[src/rtl/led_fade_ctrl.sv]
// Breathing-profile LED sequencer with an internal PWM period counter.
// Optional gamma-corrected duty is compiled in with `define LED_FADE_GAMMA_EN.
module led_fade_ctrl #(
  parameter int CNT_W        = 8,
  parameter int STEP         = 8,
  parameter int STEP_PERIODS = 4,
  parameter int HOLD_PERIODS = 64
) (
  input  logic             clk,
  input  logic             rst,
  input  logic             en,
  output logic             led,
  output logic [CNT_W:0]   level,
  output logic [2:0]       state,
  output logic             period_tick,
  output logic             cycle_done
);

  localparam int DIV_W  = (STEP_PERIODS > 1) ? $clog2(STEP_PERIODS) : 1;
  localparam int HOLD_W = (HOLD_PERIODS > 1) ? $clog2(HOLD_PERIODS) : 1;

  localparam logic [CNT_W:0]   FULL      = {1'b1, {CNT_W{1'b0}}};
  localparam logic [CNT_W:0]   ZERO_LVL  = {(CNT_W+1){1'b0}};
  localparam logic [CNT_W-1:0] PWM_LAST  = {CNT_W{1'b1}};
  localparam logic [CNT_W-1:0] PWM_ZERO  = {CNT_W{1'b0}};
  localparam logic [CNT_W-1:0] PWM_ONE   = {{(CNT_W-1){1'b0}}, 1'b1};
  localparam logic [CNT_W+1:0] STEP_W    = (CNT_W+2)'(STEP);
  localparam logic [DIV_W-1:0] DIV_LAST  = DIV_W'(STEP_PERIODS - 1);
  localparam logic [DIV_W-1:0] DIV_ZERO  = {DIV_W{1'b0}};
  localparam logic [DIV_W-1:0] DIV_ONE   = DIV_W'(1);
  localparam logic [HOLD_W-1:0] HOLD_LAST = HOLD_W'(HOLD_PERIODS - 1);
  localparam logic [HOLD_W-1:0] HOLD_ZERO = {HOLD_W{1'b0}};
  localparam logic [HOLD_W-1:0] HOLD_ONE  = HOLD_W'(1);

  typedef enum logic [2:0] {
    IDLE    = 3'd0,
    RAMP_UP = 3'd1,
    HOLD_HI = 3'd2,
    RAMP_DN = 3'd3,
    HOLD_LO = 3'd4
  } state_t;

  state_t            state_q, state_d;
  logic [CNT_W-1:0]  pwm_cnt_q, pwm_cnt_d;
  logic [DIV_W-1:0]  div_cnt_q, div_cnt_d;
  logic [HOLD_W-1:0] hold_cnt_q, hold_cnt_d;
  logic [CNT_W:0]    level_q, level_d;
  logic              led_q, led_d;
  logic              period_tick_q, period_tick_d;
  logic              cycle_done_q, cycle_done_d;
  logic              tick_s, step_s, hold_done_s;
  logic [CNT_W:0]    lvl_up_s, lvl_dn_s;

  function automatic logic [CNT_W:0] sat_add(input logic [CNT_W:0] lvl);
    logic [CNT_W+1:0] sum;
    sum = {1'b0, lvl} + STEP_W;
    if (sum >= {1'b0, FULL}) begin
      return FULL;
    end else begin
      return sum[CNT_W:0];
    end
  endfunction

  function automatic logic [CNT_W:0] sat_sub(input logic [CNT_W:0] lvl);
    if ({1'b0, lvl} <= STEP_W) begin
      return ZERO_LVL;
    end else begin
      return lvl - STEP_W[CNT_W:0];
    end
  endfunction

  function automatic logic [CNT_W:0] duty_of(input logic [CNT_W:0] lvl);
`ifdef LED_FADE_GAMMA_EN
    logic [2*CNT_W+1:0] prod;
    prod = {{(CNT_W+1){1'b0}}, lvl} * {{(CNT_W+1){1'b0}}, lvl};
    return prod[2*CNT_W:CNT_W];
`else
    return lvl;
`endif
  endfunction

  // Next-state, counters and brightness; outputs precomputed from next values
  always_comb begin
    state_d      = state_q;
    pwm_cnt_d    = pwm_cnt_q;
    div_cnt_d    = div_cnt_q;
    hold_cnt_d   = hold_cnt_q;
    level_d      = level_q;
    cycle_done_d = 1'b0;
    tick_s       = (state_q != IDLE) && (pwm_cnt_q == PWM_LAST);
    step_s       = tick_s && (div_cnt_q == DIV_LAST);
    hold_done_s  = tick_s && (hold_cnt_q == HOLD_LAST);
    lvl_up_s     = sat_add(level_q);
    lvl_dn_s     = sat_sub(level_q);

    if ((state_q == IDLE) || !en) begin
      pwm_cnt_d  = PWM_ZERO;
      div_cnt_d  = DIV_ZERO;
      hold_cnt_d = HOLD_ZERO;
      level_d    = ZERO_LVL;
      if ((state_q == IDLE) && en) begin
        state_d = RAMP_UP;
      end else begin
        state_d = IDLE;
      end
    end else begin
      pwm_cnt_d = pwm_cnt_q + PWM_ONE;
      case (state_q)
        RAMP_UP, RAMP_DN: begin
          if (step_s) begin
            div_cnt_d = DIV_ZERO;
            if (state_q == RAMP_UP) begin
              level_d = lvl_up_s;
              state_d = (lvl_up_s == FULL) ? HOLD_HI : RAMP_UP;
            end else begin
              level_d = lvl_dn_s;
              state_d = (lvl_dn_s == ZERO_LVL) ? HOLD_LO : RAMP_DN;
            end
          end else if (tick_s) begin
            div_cnt_d = div_cnt_q + DIV_ONE;
          end else begin
            div_cnt_d = div_cnt_q;
          end
        end
        HOLD_HI, HOLD_LO: begin
          if (hold_done_s) begin
            hold_cnt_d = HOLD_ZERO;
            if (state_q == HOLD_HI) begin
              state_d = RAMP_DN;
            end else begin
              state_d      = RAMP_UP;
              cycle_done_d = 1'b1;
            end
          end else if (tick_s) begin
            hold_cnt_d = hold_cnt_q + HOLD_ONE;
          end else begin
            hold_cnt_d = hold_cnt_q;
          end
        end
        default: begin
          state_d    = IDLE;
          pwm_cnt_d  = PWM_ZERO;
          div_cnt_d  = DIV_ZERO;
          hold_cnt_d = HOLD_ZERO;
          level_d    = ZERO_LVL;
        end
      endcase
    end

    // led and period_tick are registered copies of their definitions on the next state
    led_d         = (state_d != IDLE) && ({1'b0, pwm_cnt_d} < duty_of(level_d));
    period_tick_d = (state_d != IDLE) && (pwm_cnt_d == PWM_LAST);
  end

  // State and output registers
  always_ff @(posedge clk or posedge rst) begin
    if (rst) begin
      state_q       <= IDLE;
      pwm_cnt_q     <= PWM_ZERO;
      div_cnt_q     <= DIV_ZERO;
      hold_cnt_q    <= HOLD_ZERO;
      level_q       <= ZERO_LVL;
      led_q         <= 1'b0;
      period_tick_q <= 1'b0;
      cycle_done_q  <= 1'b0;
    end else begin
      state_q       <= state_d;
      pwm_cnt_q     <= pwm_cnt_d;
      div_cnt_q     <= div_cnt_d;
      hold_cnt_q    <= hold_cnt_d;
      level_q       <= level_d;
      led_q         <= led_d;
      period_tick_q <= period_tick_d;
      cycle_done_q  <= cycle_done_d;
    end
  end

  assign led         = led_q;
  assign level       = level_q;
  assign state       = state_q;
  assign period_tick = period_tick_q;
  assign cycle_done  = cycle_done_q;

endmodule

[config.mk]
export PLATFORM = sky130hd
export DESIGN_NAME = led_fade_ctrl
export DESIGN_NICKNAME = d
export VERILOG_FILES = /design/src/rtl/led_fade_ctrl.sv
export SDC_FILE = /design/constraint.sdc
export NUM_CORES = 1
export LEC_CHECK = 0
export ABC_CLOCK_PERIOD_IN_PS = 3900
export BUFFER_PORTS_ARGS = -buffer_cell sky130_fd_sc_hd__clkbuf_2
export CAP_MARGIN = 40
export CELL_PAD_IN_SITES_DETAIL_PLACEMENT = 1
export CELL_PAD_IN_SITES_GLOBAL_PLACEMENT = 1
export CORE_MARGIN = 4
export CORE_UTILIZATION = 46
export DETAILED_ROUTE_END_ITERATION = 8
export PLACE_DENSITY = 0.81
export SLEW_MARGIN = 25
export SYNTH_ARGS = -nofsm -noshare
export SYNTH_HDL_FRONTEND = slang
export SYNTH_SLANG_ARGS = --single-unit
[constraint.sdc]
create_clock -name clk -period 3.9 [get_ports clk]
set_input_delay 0.78 -clock clk [delete_from_list [all_inputs] [get_ports clk]]
set_output_delay 0.78 -clock clk [all_outputs]
set_load 0.1 [all_outputs]
==> Word-level counts from Yosys, hierarchy flattened <==
Index checks and enable logic that the tools add are counted.
{ "op_classes": {"n_lt_le_gt_ge": 3, "n_eq_ne": 13, "n_reduce_logical": 17, "muxes": 29, "n_addsub": 5} }
{ "ops": {"columns": ["op", "count"], "rows": [
  ["two-way mux 9 bit", 5],
  ["two-way mux 6 bit", 3],
  ["case mux 9 bit (2 select lines)", 1],
  ["== test 8 bit, second input constant", 2],
  ["two-way mux 8 bit", 2],
  ["two-way mux 3 bit", 5],
  ["case mux 6 bit (2 select lines)", 1],
  ["adder 9 x 4 -> 10 bit, second input constant", 1],
  ["greater-or-equal comparator 10 x 9 -> 1 bit, second input constant", 1],
  ["two-way mux 2 bit", 5],
  ["== test 9 bit, second input constant", 1],
  ["less-or-equal comparator 9 x 4 -> 1 bit, second input constant", 1],
  ["zero test 9 bit", 1],
  ["less-than comparator 8 x 9 -> 1 bit", 1],
  ["subtractor 9 x 4 -> 9 bit, second input constant", 1],
  ["adder 8 x 1 -> 8 bit, second input constant", 1],
  ["inequality test 4 bit, second input constant", 2],
  ["adder 6 x 1 -> 6 bit, second input constant", 1],
  ["== test 3 x 2 -> 1 bit, second input constant", 2],
  ["== test 6 bit, second input constant", 1],
  ["logical AND 1 bit", 6],
  ["case mux 3 bit (2 select lines)", 1],
  ["nonzero test 3 bit", 2],
  ["two-way mux 1 bit", 5],
  ["other kinds (12)", 15]
]} }
{ "totals": {"in_bits": 3, "ff_bits": 31, "word_cells": 75} }

==> Longest topological paths before layout <==
{ "logic_depth": {"ltp_word": 11, "depth_mapped": 15} }

==> Least setup slack after synthesis <==
No wires, ideal clock.
{ "synth_path": {"kind": "reg2reg", "startpoint": "reg state_q[0] (netlist: state[0])", "endpoint": "reg led_q (netlist: led)", "required_ns": 3.774, "setup_time_ns": 0.126, "stages_incl_launch_ff": 14, "synth_period_minus_slack_ns": 3.767, "setup_slack_ns": 0.133, "n_path_buf": 1, "t_arrival_ns": 3.641, "path_cell_list": "dfrtp_1 > or3b_4 > or4_4 > and2_4 > buf_6 > nand4_2 > nand3_2 > a311o_1 > ha_1 > nand2_1 > o21ai_0 > nor4_1 > and4_1 > o32a_1"} }
{ "synth_between": {"elab_chain_len": 8, "word_cells_on_any_way": 30, "cone_classes": "order compare: 1; eq/ne: 4; mux: 13; reduce/logical: 12"} }
{ "synth_lines": {"columns": ["item", "line_no", "source"], "rows": [
  ["start, declared", "43", "state_t state_q, state_d;"],
  ["start signal, assigned", "167", "state_q <= state_d;"],
  ["nonzero test 3 bit", "90", "tick_s = (state_q != IDLE) && (pwm_cnt_q == PWM_LAST);"],
  ["logical AND 1 bit", "90", null],
  ["logical AND 1 bit, on equally long branches", "91, 92", null],
  ["two-way mux 9 bit (tied with other cells)", "110", "if (step_s) begin"],
  ["case mux 9 bit (2 select lines) or case mux 3 bit (2 select lines) (tied branches)", "108", "case (state_q)"],
  ["two-way mux 9 bit or two-way mux 3 bit (tied branches)", "96", "if ((state_q == IDLE) || !en) begin"],
  ["less-than comparator 8 x 9 -> 1 bit or nonzero test 3 bit (tied branches)", "151", "led_d = (state_d != IDLE) && ({1'b0, pwm_cnt_d} < duty_of(level_d));"],
  ["logical AND 1 bit *", "151", null],
  ["via led_d", "48", "logic led_q, led_d;"],
  ["end signal, assigned", "172", "led_q <= led_d;"],
  ["end, declared", "48", null]
]} }
The timed path passes the listed nets; every way through them passes the cells marked *.
A chain may end at the register's enable or synchronous reset.

==> Worst setup path after layout <==
{ "layout_path": {"startpoint": "reg level_q[3] (netlist: level[3])", "endpoint": "reg led_q (netlist: led)"} }
{ "layout_between": {"elab_chain_len": 11, "word_cells_on_any_way": 21, "cone_classes": "add/sub: 2; order compare: 3; eq/ne: 1; mux: 12; reduce/logical: 3"} }
{ "layout_lines": {"columns": ["item", "line_no", "source"], "rows": [
  ["start, declared", "47", "logic [CNT_W:0] level_q, level_d;"],
  ["start signal, assigned", "171", "level_q <= level_d;"],
  ["parallel branches: the longest is 10 deep, another holds adder 9 x 4 -> 10 bit", null, null],
  ["logical AND 1 bit *", "151", null],
  ["via led_d", "48", null]
]} }
Mark *: on every way through the listed nets, which the timed path passes.

==> results.txt <==
----------------------------------------------------
[Setup path]
  Worst Path Required ... 4.08 ns
  Setup crit end ... led
  Element type at the critical path start ... flip-flop
  Reg-to-reg slack, setup ... 0.45 ns
  Kind of end point of the critical path ... flip-flop
  Max FO, Critical Path ... 9
  Worst reg2reg startpoint ... level[3]
  Data arrival time of the critical path ... 3.63 ns
  Logic depth of the worst register-to-register path ... 14
  Worst reg2reg endpoint ... led
  Critical Path Start ... level[3]
  Worst setup path class ... flip-flop to flip-flop

[CTS]
  H-tree levels ... 2
  Max Buffers Root-to-Sink ... 2
  Resize count post-CTS ... 0
  Clk_lat worst skew ... 0.29 ns
  CTS buffer count ... 5
  Post-CTS setup buffer count ... 0
  Clock net sink count ... 31
  Count of hold buffers inserted by post-cts repair ... 0
  CTS tree ... done
  Root Buffer Master ... sky130_fd_sc_hd__clkbuf_8
  Clock slew seen by the registers of the worst setup and hold paths ... 0.07 ns

[STA]
  Post-layout worst setup margin ... 0.4475 ns
  Relative slew margins ... 55.30%
  Pin slew with the least headroom to its limit ... 0.6635 ns
  Setup violation total in the final timing report ... 0
  Final Cycle Share ... 88.53%
  Final hold violation count ... 0
  RSZ-0062 raised after global routing ... false
  Max Slew Vio Count ... 0
  Final Skew ... 0.01274 ns
  Peak Freq ... 289.6 MHz
  Fin crit period ... 3.453 ns
  Minimum hold slack ... 0.4750 ns
  Setup_tns ... 0 ns

[Pwr]
  Leakage Power ... 0.001088 uW
  Power density normalized to cell area ... 271.2 mW/mm^2
  IR Drop Worst-Case VDD ... 0.1574 mV

[Drt]
  DRC errors left ... 0
  Total wire length ... 5982 um
  DR pass1 iterations ... 4
  Vias after detailed routing ... 1946
  Vias per inst ... 6.217
  Drt initial violations ... 155
  Final routed wire length divided by cell count ... 19.11 um
  Antenna Nets Post-Route ... 0

[Logic synthesis]
  Yosys warns ... 0
  Share of synthesized cell area in and, or, nand and nor gates ... 26.26%
  Area fraction in compound gates after synthesis ... 20.86%
  Mean Syn Cell Area ... 8.836 um^2
  Leading post-synthesis cells by cell area ... sky130_fd_sc_hd__dfrtp_1 36%, sky130_fd_sc_hd__ha_1 7.6%, sky130_fd_sc_hd__nand2_1 3.9%
  Async set-reset flop share out of synthesis ... 100.0%
  Flip-flop and latch count after synthesis ... 31
  Flip-flop cell with the highest count after synthesis ... sky130_fd_sc_hd__dfrtp_1
  Post-synthesis cell type with the largest combined area ... sky130_fd_sc_hd__dfrtp_1
  Synthesized-area fraction occupied by xor and xnor cells ... 4.113%
  Share of synthesized area spent on multiplexers ... 0%
  Area fraction of the dominant cell type after synthesis ... 36.43%
  Adder and majority gate portion of the synthesized area ... 8.108%
  Main combinational cell family by area after synthesis ... simple AND/OR/NAND/NOR gates
  Post-synthesis cell count ... 241
  Post-synth net total ... 257
  Count of cell types in the netlist ... 56
  Fraction of the yosys area taken by sequential cells ... 36.43%
  Area of the mapped netlist ... 0.002130 mm^2
  Post-synth EDFFs ... 0

[Placed design]
  Detail Placement HPWL ... 4513 um
  Weighted congestion at the end of routability-driven global placement ... 0.8123
  I/O Buffers ... 17
  Worst slack, placed ... 0.4839 ns

[Die]
  Horiz. Die Dim ... 76.04 um
  Num ports ... 18
  Die Outline Area ... 0.005782 mm^2
  Area of the core ... 0.004414 mm^2
  Number of placement rows ... 24
  Initial standard-cell utilization of the core ... 48.24%
  Height of the die ... 76.04 um

[Finish]
  Post-layout nets ... 277
  Area overhead of the layout relative to synthesis ... 11.16%
  Share of final-layout standard cells stronger than drive strength 1 ... 16.86%
  Antenna diode instance count ... 0
  Commonest non-fill, non-tap cell in the layout ... sky130_fd_sc_hd__dfrtp_1
  # fillers ... 542
  Highest-count cells in the layout ignoring fill and taps ... 31 x sky130_fd_sc_hd__dfrtp_1, 22 x sky130_fd_sc_hd__nand2_1, 21 x sky130_fd_sc_hd__nor2_1

[Global routing]
  Number of antenna violations at the first check in global routing ... 0
  GR Overflow Total ... 0
  Number of global-route vias before repair ... 1875
  Total routing usage reported by global routing ... 21.34%
  Wire length of the first global-routing pass ... 9936 um
  Maximum number of pins on one net before global-route repair ... 17

[Status]
  Outcome ... completed

[Min path]
  Hold crit path type ... input pin to async pin

[Run]
  Max-capacitance violation count ... 0

----------------------------------------------------
per-stage QoR:
stage / total power [uW] / cells / util [%] / cell area [um^2]
6_report: 641.9 / 313 / 53.63 / 2367
5_1_grt: 671.9 / 313 / 53.63 / 2367
4_1_cts: 649.1 / 313 / 53.63 / 2367
3_5_place_dp: 387.6 / 306 / 51.64 / 2280
3_3_place_gp: 385.3 / 305 / 51.30 / 2265
2_1_floorplan: 372.3 / 241 / - / 2130
cells in the mapped netlist (2+ instances only):
library cell	number
sky130_fd_sc_hd__inv_1	8
sky130_fd_sc_hd__buf_6	2
sky130_fd_sc_hd__a32o_1	2
sky130_fd_sc_hd__and3_1	6
sky130_fd_sc_hd__o21ai_0	14
sky130_fd_sc_hd__a22o_1	4
sky130_fd_sc_hd__a22oi_1	2
sky130_fd_sc_hd__nor4b_1	2
sky130_fd_sc_hd__clkbuf_1	6
sky130_fd_sc_hd__and2_1	4
sky130_fd_sc_hd__xnor2_1	4
sky130_fd_sc_hd__nor3_1	5
sky130_fd_sc_hd__a21bo_2	2
sky130_fd_sc_hd__o31a_1	2
sky130_fd_sc_hd__nand2_1	22
sky130_fd_sc_hd__dfrtp_1	31
sky130_fd_sc_hd__a311oi_1	2
sky130_fd_sc_hd__xor2_1	6
sky130_fd_sc_hd__buf_2	2
sky130_fd_sc_hd__or2_2	2
sky130_fd_sc_hd__a21oi_1	14
sky130_fd_sc_hd__a21o_1	3
sky130_fd_sc_hd__nor4_1	2
sky130_fd_sc_hd__nand4_1	3
sky130_fd_sc_hd__nor2b_1	2
sky130_fd_sc_hd__or3_1	5
sky130_fd_sc_hd__ha_1	13
sky130_fd_sc_hd__nand2b_1	2
sky130_fd_sc_hd__nand3_1	16
sky130_fd_sc_hd__and4_1	5
sky130_fd_sc_hd__nor2_1	21
sky130_fd_sc_hd__o22ai_1	3
worst min path at each step:
stage            startpoint            to  depth (start not counted)
2_1_floorplan  pwm_cnt_q[0]  pwm_cnt_q[0]                          1
6_report                rst      level[5]                          2
4_1_cts                 rst      level[1]                          2
3_5_place_dp   div_cnt_q[1]  div_cnt_q[1]                          1
3_3_place_gp   div_cnt_q[1]  div_cnt_q[1]                          1
5_1_grt                 rst      level[5]                          2
report_power, final:
part           internal [uW]  switching (uW)
combinational           15.9            41.4
sequential               323            1.25
clock                    138             122
logic make-up after synthesis:
family | Yosys count
and+or+nand+nor | 104
adders and majority gates | 14
xor gates and xnor gates | 10
DFF | 31
AOI/OAI and AO/OA | 63
buffers and inverters | 19
flip-flops by register name, summed over array words and instances, names as in the netlist:
signal       flops
hold_cnt_q       6
period_tick      1
pwm_cnt_q        8
cycle_done       1
div_cnt_q        2
state            3
led              1
level            9
worst max-delay path, stage by stage, from the launching register on:
cell	delay (ns)
sky130_fd_sc_hd__dfrtp_1	0.42
sky130_fd_sc_hd__buf_4	0.19
sky130_fd_sc_hd__ha_1	0.25
sky130_fd_sc_hd__a21bo_2	0.23
sky130_fd_sc_hd__or4_4	0.41
sky130_fd_sc_hd__and2_4	0.18
sky130_fd_sc_hd__nand4_2	0.13
sky130_fd_sc_hd__nand3_2	0.11
sky130_fd_sc_hd__a311o_1	0.36
sky130_fd_sc_hd__ha_1	0.31
sky130_fd_sc_hd__nand2_1	0.05
sky130_fd_sc_hd__o21ai_0	0.22
sky130_fd_sc_hd__nor4_1	0.09
sky130_fd_sc_hd__and4_1	0.21
sky130_fd_sc_hd__o32a_1	0.17
metal layers:
layer | vias to the layer above | routed length (um) | GRT usage, %
met5 | - | 0 | 0
met4 | 0 | 68 | 5.872
met3 | 6 | 328 | 4.019
met2 | 46 | 2711 | 31.59
met1 | 960 | 2872 | 31.59
li1 | 934 | - | -
cell type report:
type	count	area, um^2	share of cell area, %
clock buffers	6	82.58	3.488
clock inverters	1	5.005	0.2114
inverters	8	30.03	1.268
multi-input cells	191	1264	53.38
flip-flops and latches	31	775.7	32.77
well taps	52	65.06	2.748
repair buffers	24	145.1	6.131
No activity file was read; power rests on OpenSTA's default activity.
